**src/rtl/instruction_fetch.sv**
```systemverilog
// Fetch stage: sequential PC generation, credit-limited in-order word reads, PC/word pairing.
// Define MIST32_FETCH_BTB_EN to enable the 16-entry direct-mapped branch target buffer.
module instruction_fetch #(
   parameter logic [31:0] P_RESET_VECTOR    = 32'h0000_0000,
   parameter int unsigned P_MAX_OUTSTANDING = 4
) (
   input  logic        iCLOCK,
   input  logic        inRESET,
   input  logic        iRESET_SYNC,
   input  logic        iEVENT_START,
   input  logic [31:0] iEVENT_START_ADDR,
   output logic        oMEM_REQ,
   output logic [31:0] oMEM_ADDR,
   input  logic        iMEM_LOCK,
   input  logic        iMEM_VALID,
   input  logic [31:0] iMEM_DATA,
   output logic        oNEXT_INST_VALID,
   output logic        oNEXT_BRANCH_PREDICT,
   output logic [31:0] oNEXT_BRANCH_PREDICT_ADDR,
   output logic [31:0] oNEXT_INST,
   output logic [31:0] oNEXT_PC,
   input  logic        iNEXT_FETCH_STOP,
   input  logic        iNEXT_LOCK,
   input  logic        iBTB_UPD_VALID,
   input  logic [31:0] iBTB_UPD_PC,
   input  logic [31:0] iBTB_UPD_TARGET
);
   localparam int unsigned PW = $clog2(P_MAX_OUTSTANDING);
   localparam int unsigned CW = PW + 1;

   typedef enum logic [1:0] {IDLE, FETCH, FLUSH} stateT;
   stateT state, stateNext;

   logic [31:0]   pc, nextPc, flushTarget;
   logic          predTaken;
   logic [31:0]   predAddr;
   logic [CW-1:0] credits, inflight, inflightNext, discardCnt, rqCount;
   logic [PW-1:0] pcqWr, pcqRd, rqWr, rqRd;

   logic [31:0] pcqPc   [P_MAX_OUTSTANDING];
   logic        pcqPred [P_MAX_OUTSTANDING];
   logic [31:0] pcqTgt  [P_MAX_OUTSTANDING];
   logic [31:0] rqPc    [P_MAX_OUTSTANDING];
   logic [31:0] rqInst  [P_MAX_OUTSTANDING];
   logic        rqPred  [P_MAX_OUTSTANDING];
   logic [31:0] rqTgt   [P_MAX_OUTSTANDING];

   logic        outValid, outPred;
   logic [31:0] outPc, outInst, outPredAddr;

   logic flush, memReq, accept, discardResp, keepResp;
   logic outLoad, fromQueue, fromBypass, rqPush, rqPop, relCredit;

   assign flush       = iRESET_SYNC | iEVENT_START;
   assign flushTarget = iRESET_SYNC ? P_RESET_VECTOR : iEVENT_START_ADDR;
   assign memReq      = (state != IDLE) && !iNEXT_FETCH_STOP && !iNEXT_LOCK &&
                        (credits < CW'(P_MAX_OUTSTANDING)) && !flush;
   assign accept      = memReq && !iMEM_LOCK;

   // A response landing in the flush cycle is dropped outright and never enters the discard count.
   assign discardResp = iMEM_VALID && ((discardCnt != '0) || flush);
   assign keepResp    = iMEM_VALID && !discardResp;

   // Output register takes the queue head first; with an empty queue the live response bypasses it.
   assign outLoad    = !outValid || !iNEXT_LOCK;
   assign fromQueue  = outLoad && (rqCount != '0);
   assign fromBypass = outLoad && (rqCount == '0) && keepResp;
   assign rqPush     = keepResp && !fromBypass;
   assign rqPop      = fromQueue;
   assign relCredit  = fromQueue || fromBypass || discardResp;

   assign inflightNext = inflight + CW'(accept) - CW'(iMEM_VALID);

`ifdef MIST32_FETCH_BTB_EN
   logic [15:0] btbValid;
   logic [25:0] btbTag    [16];
   logic [31:0] btbTarget [16];
   logic [3:0]  btbIdx;
   logic        btbHit;
   logic [1:0]  unusedUpdLsb;

   assign btbIdx       = pc[5:2];
   assign btbHit       = btbValid[btbIdx] && (btbTag[btbIdx] == pc[31:6]);
   assign predTaken    = btbHit;
   assign predAddr     = btbHit ? btbTarget[btbIdx] : '0;
   assign nextPc       = btbHit ? btbTarget[btbIdx] : pc + 32'd4;
   assign unusedUpdLsb = iBTB_UPD_PC[1:0];

   always_ff @(posedge iCLOCK or negedge inRESET) begin
      if (!inRESET) begin
         btbValid <= '0;
      end else if (iBTB_UPD_VALID) begin
         btbValid[iBTB_UPD_PC[5:2]] <= 1'b1;
      end
   end

   always_ff @(posedge iCLOCK) begin
      if (iBTB_UPD_VALID) begin
         btbTag[iBTB_UPD_PC[5:2]]    <= iBTB_UPD_PC[31:6];
         btbTarget[iBTB_UPD_PC[5:2]] <= iBTB_UPD_TARGET;
      end
   end
`else
   logic unusedBtb;

   assign predTaken = 1'b0;
   assign predAddr  = '0;
   assign nextPc    = pc + 32'd4;
   assign unusedBtb = ^{iBTB_UPD_VALID, iBTB_UPD_PC, iBTB_UPD_TARGET};
`endif

   always_comb begin
      stateNext = state;
      unique case (state)
         IDLE:    stateNext = FETCH;
         FETCH:   if (flush && (inflight != '0)) stateNext = FLUSH;
         FLUSH:   if (!flush && (discardCnt == '0)) stateNext = FETCH;
         default: stateNext = IDLE;
      endcase
   end

   always_ff @(posedge iCLOCK or negedge inRESET) begin
      if (!inRESET) begin
         state       <= IDLE;
         pc          <= P_RESET_VECTOR;
         credits     <= '0;
         inflight    <= '0;
         discardCnt  <= '0;
         pcqWr       <= '0;
         pcqRd       <= '0;
         rqWr        <= '0;
         rqRd        <= '0;
         rqCount     <= '0;
         outValid    <= 1'b0;
         outPc       <= '0;
         outInst     <= '0;
         outPred     <= 1'b0;
         outPredAddr <= '0;
      end else begin
         state    <= stateNext;
         inflight <= inflightNext;
         // The PC queue tracks reads in flight, so it survives a flush and pops stale entries too.
         if (accept)     pcqWr <= pcqWr + 1'b1;
         if (iMEM_VALID) pcqRd <= pcqRd + 1'b1;
         if (flush) begin
            pc         <= flushTarget;
            credits    <= inflightNext;
            discardCnt <= inflightNext;
            rqWr       <= '0;
            rqRd       <= '0;
            rqCount    <= '0;
            outValid   <= 1'b0;
         end else begin
            if (accept)      pc <= nextPc;
            credits <= credits + CW'(accept) - CW'(relCredit);
            if (discardResp) discardCnt <= discardCnt - 1'b1;
            if (rqPush)      rqWr <= rqWr + 1'b1;
            if (rqPop)       rqRd <= rqRd + 1'b1;
            rqCount <= rqCount + CW'(rqPush) - CW'(rqPop);
            if (fromQueue) begin
               outValid    <= 1'b1;
               outPc       <= rqPc[rqRd];
               outInst     <= rqInst[rqRd];
               outPred     <= rqPred[rqRd];
               outPredAddr <= rqTgt[rqRd];
            end else if (fromBypass) begin
               outValid    <= 1'b1;
               outPc       <= pcqPc[pcqRd];
               outInst     <= iMEM_DATA;
               outPred     <= pcqPred[pcqRd];
               outPredAddr <= pcqTgt[pcqRd];
            end else if (outLoad) begin
               outValid    <= 1'b0;
            end
         end
      end
   end

   always_ff @(posedge iCLOCK) begin
      if (accept) begin
         pcqPc[pcqWr]   <= pc;
         pcqPred[pcqWr] <= predTaken;
         pcqTgt[pcqWr]  <= predAddr;
      end
      if (rqPush) begin
         rqPc[rqWr]   <= pcqPc[pcqRd];
         rqInst[rqWr] <= iMEM_DATA;
         rqPred[rqWr] <= pcqPred[pcqRd];
         rqTgt[rqWr]  <= pcqTgt[pcqRd];
      end
   end

   assign oMEM_REQ                  = memReq;
   assign oMEM_ADDR                 = pc;
   assign oNEXT_INST_VALID          = outValid;
   assign oNEXT_BRANCH_PREDICT      = outPred;
   assign oNEXT_BRANCH_PREDICT_ADDR = outPredAddr;
   assign oNEXT_INST                = outInst;
   assign oNEXT_PC                  = outPc;
endmodule

```
**config.mk**
```make
export PLATFORM = sky130hd
export DESIGN_NAME = instruction_fetch
export DESIGN_NICKNAME = d
export VERILOG_FILES = /design/src/rtl/instruction_fetch.sv
export SDC_FILE = /design/constraint.sdc
export NUM_CORES = 1
export LEC_CHECK = 0
export ABC_AREA = 1
export CAP_MARGIN = 40
export CORE_UTILIZATION = 35
export CTS_BUF_LIST = sky130_fd_sc_hd__clkbuf_4 sky130_fd_sc_hd__clkbuf_8
export DETAILED_ROUTE_END_ITERATION = 6
export SKIP_CTS_REPAIR_TIMING = 1
export SYNTH_ARGS = -nofsm -noshare
export SYNTH_HDL_FRONTEND = slang
export SYNTH_SLANG_ARGS = --single-unit
export TNS_END_PERCENT = 5
```
**constraint.sdc**
```tcl
create_clock -name iCLOCK -period 3.9 [get_ports iCLOCK]
set_input_delay 1.17 -clock iCLOCK [delete_from_list [all_inputs] [get_ports iCLOCK]]
set_output_delay 1.17 -clock iCLOCK [all_outputs]
set_load 0.01 [all_outputs]
```
# After elaboration in Yosys (flattened, before gate mapping)
# Memory sizes are Yosys's and may differ from the RTL's.
# Cells that the tools add are included.
# word_totals
regBits,152
mem_bits_rw,516
inputBits,137
memories,5
# classes
addsub,12
magnitude_cmp,1
n_eq_ne,4
muxes,30
bitwise,2
n_reduce_logical,39
# memory_table
name,depth,word_bits,read_ports,rd_clocked_by_memory_dff,write_ports,line_no,rtl
pcqPc,4,32,1,0,1,40,logic [31:0] pcqPc [P_MAX_OUTSTANDING];
rqInst,4,32,1,0,1,44,logic [31:0] rqInst [P_MAX_OUTSTANDING];
rqPc,4,32,1,0,1,43,logic [31:0] rqPc [P_MAX_OUTSTANDING];
rqTgt,4,32,1,0,1,46,logic [31:0] rqTgt [P_MAX_OUTSTANDING];
rqPred,4,1,1,0,1,45,logic rqPred [P_MAX_OUTSTANDING];
# op_table
operator,count
$mux 32,9
$add 32x3->32 const B,1
$logic_and 1x1->1,13
$mux 2,6
$mux 3,4
$reduce_bool 2->1,6
$mux 1,10
$add 3x1->3,3
$reduce_bool 3->1,3
$sub 3x1->3,3
$add 2x1->2 const B,4
$logic_not 1->1,7
$logic_not 3->1,2
$pmux 2 s3,1
$logic_or 1x1->1,4
$ne 2x2->1 const B,2
$reduce_and 2->1,2
$reduce_bool 4->1,1
$lt 3x3->1 const B,1
$sub 3x1->3 const B,1
$eq 2x1->1 const B,1
$eq 2x2->1 const B,1
$logic_not 2->1,1
$not 1->1,1
$or 1x1->1,1

# Depth between registers and ports, before layout
# Gate-level depths: netlist (run 1).
# logic_depth
word_depth,11
mapped_depth,15

# Worst setup path before layout (run 1)
# No wires, ideal clock.
# synth_path
kind,input -> register
start,input iEVENT_START
end,memory rqInst[0][0] (enable)
setup_ns,0.486
arrival_time_ns,4.427
path_slack_ns,-1.014
cell_stages,5
path_buffers,0
cell_sequence,nor2_4 > nand3_2 > nor2_2 > nand2_1 > nor2_1
# synth_via
elab_chain_cells,10
# synth_rtl
item,line_no,rtl
"start, declared",10,"input logic iEVENT_START,"
$or 1x1->1 *,54,assign flush = iRESET_SYNC | iEVENT_START;
$logic_or 1x1->1 *,61,assign discardResp = iMEM_VALID && ((discardCnt != '0) || flush);
$logic_and 1x1->1 *,61,
$logic_not 1->1 *,62,assign keepResp = iMEM_VALID && !discardResp;
$logic_and 1x1->1 *,62,
$logic_and 1x1->1,67,assign fromBypass = outLoad && (rqCount == '0) && keepResp;
$logic_not 1->1,68,assign rqPush = keepResp && !fromBypass;
$logic_and 1x1->1 *,68,
$mux 1 *,185,if (rqPush) begin
$mux 1 (implied by the code) *,187,rqInst[rqWr] <= iMEM_DATA;
"end, declared",44,
# Mark *: on every way between the ends. The rest lies on a longest branch, timed or not.

# Final worst setup path (run 1)
# layout_path
start,input iRESET_SYNC
end,output oMEM_REQ
# layout_via
elab_chain_cells,3
# layout_rtl
item,line_no,rtl
"start, declared",9,"input logic iRESET_SYNC,"
$or 1x1->1,54,
$logic_not 1->1,57,(credits < CW'(P_MAX_OUTSTANDING)) && !flush;
$logic_and 1x1->1,57,
"end, declared",12,"output logic oMEM_REQ,"
# No other way between the ends.

==> results.md, run 1 <==
Timing:
- At the pin with the least slew margin, the transition time is 0.8471 ns.
- The post-route fraction of the period consumed by the critical path is 0.9581.
- The worst clock skew is 0.02345 ns.
- The worst relative slew slack is 0.4353.
- The number of pins with negative max-slew slack in the final report was 0.
- After layout, the worst setup slack is 0.1635 ns.
- Subtracting the final worst setup slack from the clock period gives 3.736 ns.
- Static timing analysis puts the maximum clock frequency at 267.6 MHz.
- The final setup violation count is 0.
- Setup repair after global routing left no endpoint under its margin.
- The hold violation count in the final report is 0.
- On the final layout, the worst hold slack is 0.4676 ns.

Global routing:
- The total track usage is 0.1685.
- The peak-usage layer in the global routing report is met2.
- For this run the aggregate overflow at the end of global routing stands at 0.
- The initial antenna violation count came to 0.
- The met1 routing resource usage after global routing is 0.2286.
- The met2 global-route usage is 0.2742.
- The number of global-route vias before repair is 14560.
- The largest net degree at the start of global routing is 82.
- The met3 capacity usage during global routing is 0.03286.
- The first-pass GRT wire length is 80320 microns.

Logic synthesis:
- The proportion of netlist area held by the largest area contributor is 0.5432.
- The most area-hungry cell type in the Yosys netlist is edfxtp_1.
- The number of enable-type register cells in the synthesized netlist is 384.
- For this run, asynchronously set or reset flops after synthesis account for 0.2366.
- The number of different library cells in the post-synthesis netlist is 39.
- The share of synthesized area occupied by flip-flops and latches is 0.6834.
- By area the synthesized netlist is led by edfxtp_1, dfrtp_1, nand2_1, o21ai_0, nor2_1.
- The count of yosys warnings during synthesis is 0.
- The synthesized flop and latch total is 503.
- The post-synthesis instance total is 1970.
- The total standard cell area after synthesis is 21230 sq um.
- The main flop type after synthesis is edfxtp_1.
- A synthesized cell averages 10.78 sq um.

Setup path:
- The kind of end point of the critical path is an output pin.
- The cell occurring most often along the worst timing path is clkdlybuf4s50_1.
- The signal on the critical path passes through clkdlybuf4s50_1 -> inv_1 -> nand2_1 -> nor3_4 -> clkdlybuf4s50_1.
- The largest single stage delay on the critical path is 0.57 ns.
- The launching element type of the critical path is an input pin.
- Among cell families on the critical path, the largest total delay comes from buffers and inverters.
- The total buffers and inverters traversed by the critical path is 3.
- The arrival time at the worst endpoint is 2.57 ns.
- The largest fanout on the critical path is 2.
- STA puts the critical path data required time at 2.73 ns.
- The critical path in this run is classified as in2out.
- The critical path's slowest cell is clkdlybuf4s50_1.

Layout:
- The library cell used most frequently in the layout, excluding fill and tap cells, is nand2_1.
- The top cell types in the final layout, fill and taps aside, are nand2_1, edfxtp_1, nor2_1.
- The share of layout cells above drive strength 1 is 0.08985.
- From synthesis to final layout, the design area changed by 20.27%.
- The sequential cells in the finished layout cover a total of 14510 sq um.
- The multi-input gate area in the final layout is 5879 sq um.
- The number of nets in the layout is 2316.
- The repair_antennas step left the layout with diodes totalling 0.
- Excluding fillers, the count of instances in the completed layout stands at 2999.
- After filler insertion, the fill cell instance count of the layout stands at 5586.

Route:
- After detailed routing, the number of vias per cell comes to 4.905.
- The DRC violation count after routing is 0.
- The detail-routed net length per standard cell is 17.36 microns.
- The vias after detailed routing is 14710.
- The first detailed-routing pass took 5 iterations.
- Wires add up to 52080 microns.
- The first routing iteration left 951 violations.
- The remaining antenna violation count is 0.

Clock tree:
- CTS built an H-tree with a depth of 3.
- For this design, the sink count on the clock tree is 503.
- The TritonCTS clock tree is yes.
- The clock-pin transition on the worst setup and hold timing paths is 0.06 ns.
- The insertion delay of the later-clocked pin in the worst-skew pair is 0.65 ns.
- The root buffer cell chosen for the clock tree is clkbuf_8.
- The total CTS buffers is 83.
- The longest clock path from root to sink contains 3 buffers.

Placed design:
- The final estimated routing congestion in global placement is 0.7771.
- The number of placed instances, taps included is 2847.
- The HPWL reported at the end of detailed placement is 29730 microns.
- At the placement stage, the worst setup path has a slack of 0.1255 ns.
- The number of buffer cells added on primary ports is 169.

Die:
- The number of rows in the core area is 89.
- From left edge to right edge, the die measures 248.3 microns.
- The floorplan die area is 61640 sq um.
- The die is 248.3 microns tall.
- The effective utilization at floorplan is 0.3570.
- For this design the top-level I/O count stands at 268.
- The total core area is 59460 sq um.

Status:
- The run finished with clean final reports.

Pwr:
- The worst voltage drop across the vdd grid is 0.0005091 V.
- The cell leakage power is 0.009805 uW.
- The power density relative to cell area is 627.2 nW/um^2.

Run:
- The number of maximum-capacitance violations is 0.

Hold path:
- The path class of the lowest-slack min-delay path is reg2reg.
[per-layer routing]
layer / wire, microns / up-vias
met5: 0 / -
met4: 858 / 0
met3: 3122 / 80
met2: 24620 / 443
met1: 23480 / 7117
li1: - / 7069
[synthesized netlist by cell type (5+ instances only)]
cell and n:
xor2_1 5, buf_2 37, nand3_1 40, nor2_1 270
edfxtp_1 384, o21ai_0 220, dfrtp_1 119, inv_1 68
clkbuf_1 55, buf_4 33, ha_1 17, a21boi_0 13
a31oi_1 5, nand2_1 546, buf_6 8, o22ai_1 96
a21oi_1 19
[power by group]
part	leakage, uW	total [uW]	switching, uW	internal, uW
registers	0.00502	6780	307	6470
clock network	0.000903	4800	2120	2670
logic	0.00388	4440	2870	1570
[through the flow]
step	area, sq um	TNS (ns)	total power, uW	utilization
3_5_place_dp	23800	0	11380	0.4002
6_report	25530	0	16010	0.4294
2_1_floorplan	21350	-259.47	9488	-
4_1_cts	25530	0	16220	0.4294
3_3_place_gp	23720	0	11180	0.3989
5_1_grt	25530	0	17010	0.4294
[layout make-up]
| cell class | count | share of cell area |
|---|---|---|
| Clock buffer | 114 | 0.05655 |
| Clock inverter | 38 | 0.01142 |
| Inverter | 71 | 0.01054 |
| Multi-Input combinational cell | 1293 | 0.2303 |
| Sequential cell | 503 | 0.5684 |
| Tap cell | 773 | 0.03788 |
| Timing Repair Buffer | 207 | 0.08492 |
[tightest hold or removal path, cell delays in order (launching register included)]
cell	delay, ns
dfrtp_1	0.34
nand2_1	0.05
nand2_1	0.05
[cell families (layout without fill, tap and decap cells)]
group                    count (synthesis)  after routing  synth area share
AO/OA/AOI/OAI                          365            365           0.09518
AND/OR/NAND/NOR                        869            869            0.1586
flip-flops                             503            503            0.6834
other                                    1             33         0.0001766
buffers and inverters                  206            430           0.04727
adder cells (fa/ha/maj)                 20             20           0.01285
XOR/XNOR                                 6              6          0.002475
[registers in the layout, summed over array words and instances, names as in the netlist]
signal            flops
pcqPc               128
rqInst              128
rqPc                128
oMEM_ADDR            32
oNEXT_INST           32
oNEXT_PC             32
credits               3
discardCnt            3
inflight              3
rqCount               3
pcqRd                 2
pcqWr                 2
rqRd                  2
rqWr                  2
state                 2
oNEXT_INST_VALID      1
[final timing paths]
kind / start / to / slack [ns] / cells past startpoint
setup / recovery: iRESET_SYNC / oMEM_REQ / 0.16 / 5
hold / removal: oNEXT_PC[14]$_DFFE_PN0P_ / oNEXT_PC[14]$_DFFE_PN0P_ / 0.47 / 2
setup reg to reg: discardCnt[0]$_DFFE_PN0P_ / credits[2]$_DFF_PN0_ / 1.43 / 13
hold reg to reg: oNEXT_PC[14]$_DFFE_PN0P_ / oNEXT_PC[14]$_DFFE_PN0P_ / 0.47 / 2
max in group asynchronous: inRESET / oMEM_ADDR[28]$_DFFE_PN0P_ / 2.57 / 2
min in group asynchronous: inRESET / oNEXT_PC[1]$_DFFE_PN0P_ / 0.48 / 1
(Power assumes the default switching activity.)
==> inputs of run 2 (changes only) <==
- SLEW_MARGIN: default -> 20
==> run 2 against run 1 <==
Compared with the run above: hold slack better by 0.0017 ns; largest cell class unchanged; clock power hardly changed; register-to-register slack hardly changed; final cell count is 0.10% higher; clock skew is 0.0022 ns higher; first-iteration DRC count is 4.1% higher; sequential share of layout area hardly changed; critical path depth stayed put; final area hardly changed; non-clock buffer count is 1 higher; power hardly changed; largest power group unchanged.
==> results.md, run 2 (synthesized netlist as in run 1, its figures left out) <==
Global routing:
- The initial antenna violation count was 0 (unchanged).
- The largest net degree at the start of global routing is 82 (unchanged).
- The remaining global-route overflow is 0 (unchanged).
- The total track usage is 0.1681 (was 0.1685).
- The peak-usage layer in the global routing report is met2 (unchanged).
- The number of global-route vias before repair came to 14520 (was 14560).
- The met1 routing resource usage after global routing is 0.2251 (was 0.2286).
- The met2 global-route usage was 0.2777 (was 0.2742).
- The met3 capacity usage during global routing is 0.03103 (was 0.03286).
- The first-pass GRT wire length came to 80250 microns (was 80320 microns).

Timing:
- The fmax is 267.5 MHz (was 267.6 MHz).
- The final setup violation count came to 0 (unchanged).
- The worst clock skew is 0.02562 ns (was 0.02345 ns).
- The final critical-path required period is 3.739 ns (was 3.736 ns).
- The post-route fraction of the period consumed by the critical path came to 0.9587 (was 0.9581).
- Setup repair after global routing missed its margin: no (unchanged).
- The worst hold slack is 0.4693 ns (was 0.4676 ns).
- The worst relative slew slack is 0.4577 (was 0.4353).
- The worst path setup slack after routing was 0.1611 ns (was 0.1635 ns).
- The final total negative setup slack was 0 ns (unchanged).
- The hold violation count in the final report is 0 (unchanged).
- The number of pins with negative max-slew slack in the final report is 0 (unchanged).
- The slew at the pin closest to its max-slew limit came to 0.8123 ns (was 0.8471 ns).

Hold path:
- The path class of the lowest-slack min-delay path was reg2reg (unchanged).
- The worst hold path stage count came to 2 (unchanged).
- The destination of the worst hold path is oNEXT_PC[0]$_DFFE_PN0P_ (was oNEXT_PC[14]$_DFFE_PN0P_).
- The start point of the worst hold path is oNEXT_PC[0]$_DFFE_PN0P_ (was oNEXT_PC[14]$_DFFE_PN0P_).

Layout:
- The most frequent standard cell in the layout excluding fill and tap cells is nand2_1 (unchanged).
- The number of nets in the layout is 2318 (was 2316).
- Highest-count cells in the layout ignoring fill and taps: nand2_1, edfxtp_1, nor2_1 (unchanged).
- The area overhead of the layout relative to synthesis is 20.37% (was 20.27%).
- The share of layout cells above drive strength 1 is 0.09062 (was 0.08985).
- The final non-filler cell total came to 3002 (was 2999).
- Biggest registers after layout: pcqPc x128, rqInst x128, rqPc x128 (unchanged).
- The number of inserted diodes came to 0 (unchanged).

Setup path:
- The timing startpoint of the critical path is iRESET_SYNC (unchanged).
- The startpoint of the most critical register-to-register path is discardCnt[0]$_DFFE_PN0P_ (unchanged).
- The family of cells with the greatest summed delay on the critical path is buffers and inverters (unchanged).
- The setup slack on the worst flop-to-flop path is 1.42 ns (was 1.43 ns).
- The maximum single-stage delay on the critical path is 0.57 ns (about the same).
- The launching element type of the critical path is an input pin (unchanged).
- The cell occurring most often along the worst timing path is clkdlybuf4s50_1 (unchanged).
- The end of the worst register-to-register path is credits[2]$_DFF_PN0_ (unchanged).
- Ordered cell list for the critical path: clkdlybuf4s50_1 -> inv_1 -> nand2_1 -> nor3_4 -> clkdlybuf4s50_1 (unchanged).
- The critical path's slowest cell is clkdlybuf4s50_1 (unchanged).
- The worst endpoint required time is 2.73 ns (about the same).
- The kind of critical path was in2out (unchanged).
- The largest fanout on the critical path is 2 (unchanged).
- The total buffers and inverters traversed by the critical path came to 3 (unchanged).
- The kind of end point of the critical path is an output pin (unchanged).
- The path depth of the worst reg2reg path is 13 (unchanged).
- The arrival time at the worst endpoint is 2.57 ns (about the same).

Route:
- The final wirelength is 51960 microns (was 52080 microns).
- The number of iterations in the first detailed-routing pass is 5 (unchanged).
- The DRC violation count after routing was 0 (unchanged).
- The vias after detailed routing was 14730 (was 14710).
- The detail-routed net length per standard cell is 17.31 microns (was 17.36 microns).
- The vias per cell is 4.906 (was 4.905).
- The remaining antenna violation count is 0 (unchanged).
- The DRC marker count from the first detailed-route iteration is 990 (was 951).

Placed design:
- The number of buffer cells added on primary ports is 169 (unchanged).
- The final estimated routing congestion in global placement came to 0.7771 (unchanged).
- The HPWL reported at the end of detailed placement is 29800 microns (was 29730 microns).
- The worst setup timing slack at the placement stage was 0.1313 ns (was 0.1255 ns).
- The number of placed instances, taps included is 2847 (unchanged).

Clock tree:
- The cell at the root of the clock tree is clkbuf_8 (unchanged).
- The clock-pin transition on the worst setup and hold timing paths is 0.06 ns (about the same).
- The maximum clock insertion buffer count was 3 (unchanged).
- The insertion delay of the later-clocked pin in the worst-skew pair is 0.65 ns (about the same).
- The total CTS buffers was 84 (was 83).
- The number of H-tree branching levels is 3 (unchanged).
- The TritonCTS clock tree is yes (unchanged).
- The number of clock sinks is 503 (unchanged).

Run:
- The number of maximum-capacitance violations is 0 (unchanged).

Die:
- The die extent in y is 248.3 microns (unchanged).
- The floorplan die area is 61640 sq um (unchanged).
- The number of rows in the core area is 89 (unchanged).
- The number of top-level design ports is 268 (unchanged).
- The effective utilization at floorplan is 0.3570 (unchanged).
- The overall die width is 248.3 microns (unchanged).
- The total core area is 59460 sq um (unchanged).

Pwr:
- The power density relative to cell area came to 626.7 nW/um^2 (was 627.2 nW/um^2).
- The total power is 16010 uW (about the same).
- The worst voltage drop across the vdd grid is 0.0004939 V (was 0.0005091 V).
- The cell leakage power is 0.009825 uW (was 0.009805 uW).

Status:
- Outcome: finished, final reports clean (unchanged).
[run 2: per-layer routing]
metal,wire (microns),vias up
li1,-,7070
met1,23450,7125
met2,24580,446
met3,2931,87
met4,997,0
met5,0,-
[run 2: cell type report]
type                    count  area (sq um)
clock inverters            34         265.3
flip-flops and latches    503         14510
inverters                  71         269.0
clock buffers             120          1483
repair buffers            208          2176
fillers                  5579         33910
multi-input cells        1293          5879
well taps                 773         967.2
[run 2: worst min-delay path: cells and delay by family (launching register included)]
| family | cells | cell delay, ns |
|---|---|---|
| flip-flops | 1 | 0.34 |
| AND/OR/NAND/NOR | 2 | 0.11 |
[run 2: worst max path at each step]
stage                             endpoint  slack (ns)  depth (start not counted)
global route                      oMEM_REQ        0.07                          5
global placement                  oMEM_REQ        0.12                          5
finish                            oMEM_REQ        0.16                          5
floorplan           rqInst[0][0]$_DFFE_PP_       -1.01                          5
CTS                               oMEM_REQ        0.13                          5
detailed placement                oMEM_REQ        0.13                          5
[run 2: metrics by stage]
step | util | cell area, sq um
after floorplan | - | 21350
after detailed placement | 0.4000 | 23790
after CTS | 0.4294 | 25530
after global placement | 0.3989 | 23720
after global routing | 0.4297 | 25550
final | 0.4297 | 25550
[run 2: power by group]
part	leakage, uW	switching [uW]	internal [uW]
clock	0.000917	2100	2720
combinational	0.00389	2860	1560
sequential	0.00502	309	6470
==> inputs of run 3 (changes only) <==
- CELL_PAD_IN_SITES_DETAIL_PLACEMENT: default -> 0
- CELL_PAD_IN_SITES_GLOBAL_PLACEMENT: default -> 1
- PLACE_DENSITY_LB_ADDON: default -> 0.1
==> run 3 against run 2 <==
Compared with the run above: via count fell by 1.1%; final area rose by 0.87%; critical path depth did not move; largest power group unchanged.
==> results.md, run 3 (synthesized netlist as in run 1, its figures left out) <==
Status:
- Outcome: finished, final reports clean (unchanged).

Global routing:
- The remaining global-route overflow is 0 (unchanged).
- The largest net degree at the start of global routing came to 70 (was 82).
- The number of global-route vias before repair is 14750 (was 14520).
- The first-pass GRT wire length is 85260 microns (was 80250 microns).
- The total track usage is 0.1808 (was 0.1681).
- The initial antenna violation count is 1 (was 0).

Placed design:
- The HPWL reported at the end of detailed placement is 32060 microns (was 29800 microns).
- The number of placed instances, taps included came to 2858 (was 2847).
- The number of buffer cells added on primary ports is 169 (unchanged).
- The final estimated routing congestion in global placement came to 0.7603 (was 0.7771).

Layout:
- Highest-count cells in the layout ignoring fill and taps: nand2_1, edfxtp_1, nor2_1 (unchanged).
- The most frequent standard cell in the layout excluding fill and tap cells is nand2_1 (unchanged).
- The number of nets in the layout came to 2333 (was 2318).
- Biggest registers after layout: pcqPc x128, rqInst x128, rqPc x128 (unchanged).
- The area overhead of the layout relative to synthesis came to 21.42% (was 20.37%).
- The share of layout cells above drive strength 1 is 0.09813 (was 0.09062).
- The final non-filler cell total is 3026 (was 3002).

Pwr:
- The cell leakage power came to 0.009939 uW (was 0.009825 uW).
- The power density relative to cell area is 623.3 nW/um^2 (was 626.7 nW/um^2).
- The total power came to 16070 uW (was 16010 uW).
- The worst voltage drop across the vdd grid is 0.0004199 V (was 0.0004939 V).

Clock tree:
- The TritonCTS clock tree is yes (unchanged).
- The total CTS buffers was 89 (was 84).
- The number of clock sinks was 503 (unchanged).
- The insertion delay of the later-clocked pin in the worst-skew pair was 0.67 ns (was 0.65 ns).
- The clock-pin transition on the worst setup and hold timing paths is 0.05 ns (was 0.06 ns).
- The number of H-tree branching levels came to 3 (unchanged).
- The cell at the root of the clock tree is clkbuf_8 (unchanged).
- The maximum clock insertion buffer count was 3 (unchanged).

Route:
- The detail-routed net length per standard cell is 18.12 microns (was 17.31 microns).
- The vias per cell was 4.814 (was 4.906).
- The DRC violation count after routing came to 0 (unchanged).
- The final wirelength came to 54820 microns (was 51960 microns).
- The DRC marker count from the first detailed-route iteration is 768 (was 990).
- The vias after detailed routing is 14570 (was 14730).
- The remaining antenna violation count is 0 (unchanged).
- The number of iterations in the first detailed-routing pass is 5 (unchanged).

Die:
- The number of top-level design ports is 268 (unchanged).
- The overall die width came to 248.3 microns (unchanged).
- The total core area came to 59460 sq um (unchanged).
- The die extent in y came to 248.3 microns (unchanged).
- The effective utilization at floorplan came to 0.3570 (unchanged).
- The floorplan die area is 61640 sq um (unchanged).
- The number of rows in the core area is 89 (unchanged).

Timing:
- The slew at the pin closest to its max-slew limit came to 0.8542 ns (was 0.8123 ns).
- The final total negative setup slack is 0 ns (unchanged).
- The number of pins with negative max-slew slack in the final report came to 0 (unchanged).
- The final setup violation count is 0 (unchanged).
- The hold violation count in the final report is 0 (unchanged).
- The worst relative slew slack is 0.4306 (was 0.4577).
- The worst hold slack is 0.4660 ns (was 0.4693 ns).
- Setup repair after global routing missed its margin: no (unchanged).
- The post-route fraction of the period consumed by the critical path is 0.9590 (was 0.9587).
- The fmax is 267.4 MHz (was 267.5 MHz).
- The worst clock skew is 0.04082 ns (was 0.02562 ns).
- The final critical-path required period was 3.740 ns (was 3.739 ns).

Setup path:
- The worst endpoint required time came to 2.73 ns (about the same).
- Ordered cell list for the critical path: clkdlybuf4s50_1 -> inv_1 -> nand2_1 -> nor3_4 -> clkdlybuf4s50_1 (unchanged).
- The cell occurring most often along the worst timing path is clkdlybuf4s50_1 (unchanged).
- The critical path's slowest cell is clkdlybuf4s50_1 (unchanged).
- The largest fanout on the critical path is 2 (unchanged).
- The launching element type of the critical path is an input pin (unchanged).
- The arrival time at the worst endpoint was 2.57 ns (about the same).
- The maximum single-stage delay on the critical path is 0.56 ns (was 0.57 ns).
- The kind of end point of the critical path is an output pin (unchanged).
- The kind of critical path is in2out (unchanged).

Run:
- The number of maximum-capacitance violations is 0 (unchanged).

Hold path:
- The path class of the lowest-slack min-delay path is reg2reg (unchanged).
-- run 3: cell count changes in the layout (fill, tap and decap cells not counted), sizes merged --
| cell | delta |
|---|---|
| inv | +1 |
| diode | +1 |
| clkbuf | +9 |
| buf | +10 |
| bufinv | -3 |
| clkinv | +6 |
-- run 3: path summary, 6_finish.rpt --
path                                       startpoint                    endpoint  slack [ns]  depth (start not counted)
max                                       iRESET_SYNC                    oMEM_REQ        0.16                          5
min                        oNEXT_INST[25]$_DFFE_PN0P_  oNEXT_INST[25]$_DFFE_PN0P_        0.47                          2
max reg2reg                      rqCount[1]$_DFF_PN0_        credits[2]$_DFF_PN0_        1.42                         13
min reg2reg                oNEXT_INST[25]$_DFFE_PN0P_  oNEXT_INST[25]$_DFFE_PN0P_        0.47                          2
max in group asynchronous                     inRESET        credits[0]$_DFF_PN0_        2.51                          2
min in group asynchronous                     inRESET  oNEXT_INST[26]$_DFFE_PN0P_        0.51                          1
-- run 3: final cells by class --
| type | count | area [sq um] |
|---|---|---|
| clock buffer | 129 | 1569 |
| sequential | 503 | 14510 |
| antenna | 1 | 2.502 |
| timing repair buffer | 218 | 2364 |
| inverter | 71 | 269.0 |
| clock inverter | 38 | 211.5 |
| fill | 5713 | 33690 |
| tap | 773 | 967.2 |
| multi-input combinational | 1293 | 5879 |
-- run 3: where the power goes --
| group | switching [uW] | internal [uW] |
|---|---|---|
| Combinational | 2850 | 1590 |
| Clock | 2160 | 2660 |
| Sequential | 330 | 6470 |
-- run 3: layer usage --
layer,share of wire,track usage
met2,0.47,0.2935
met1,0.47,0.2456
met5,0,0
met4,0.016,0.05273
met3,0.049,0.03458
-- run 3: worst max-delay path, delay by kind of cell --
kind                   cells  cell delay, ns
AND/OR/NAND/NOR            2            0.35
buffers and inverters      3            1.06
-- run 3: through the flow --
step,instance area [sq um],setup WS (ns),utilization
final,25780,0.1600,0.4335
after CTS,25770,0.1133,0.4334
after floorplan,21350,-1.014,-
after global routing,25780,0.03311,0.4335
after detailed placement,23990,0.1180,0.4035
after global placement,23920,0.1161,0.4022
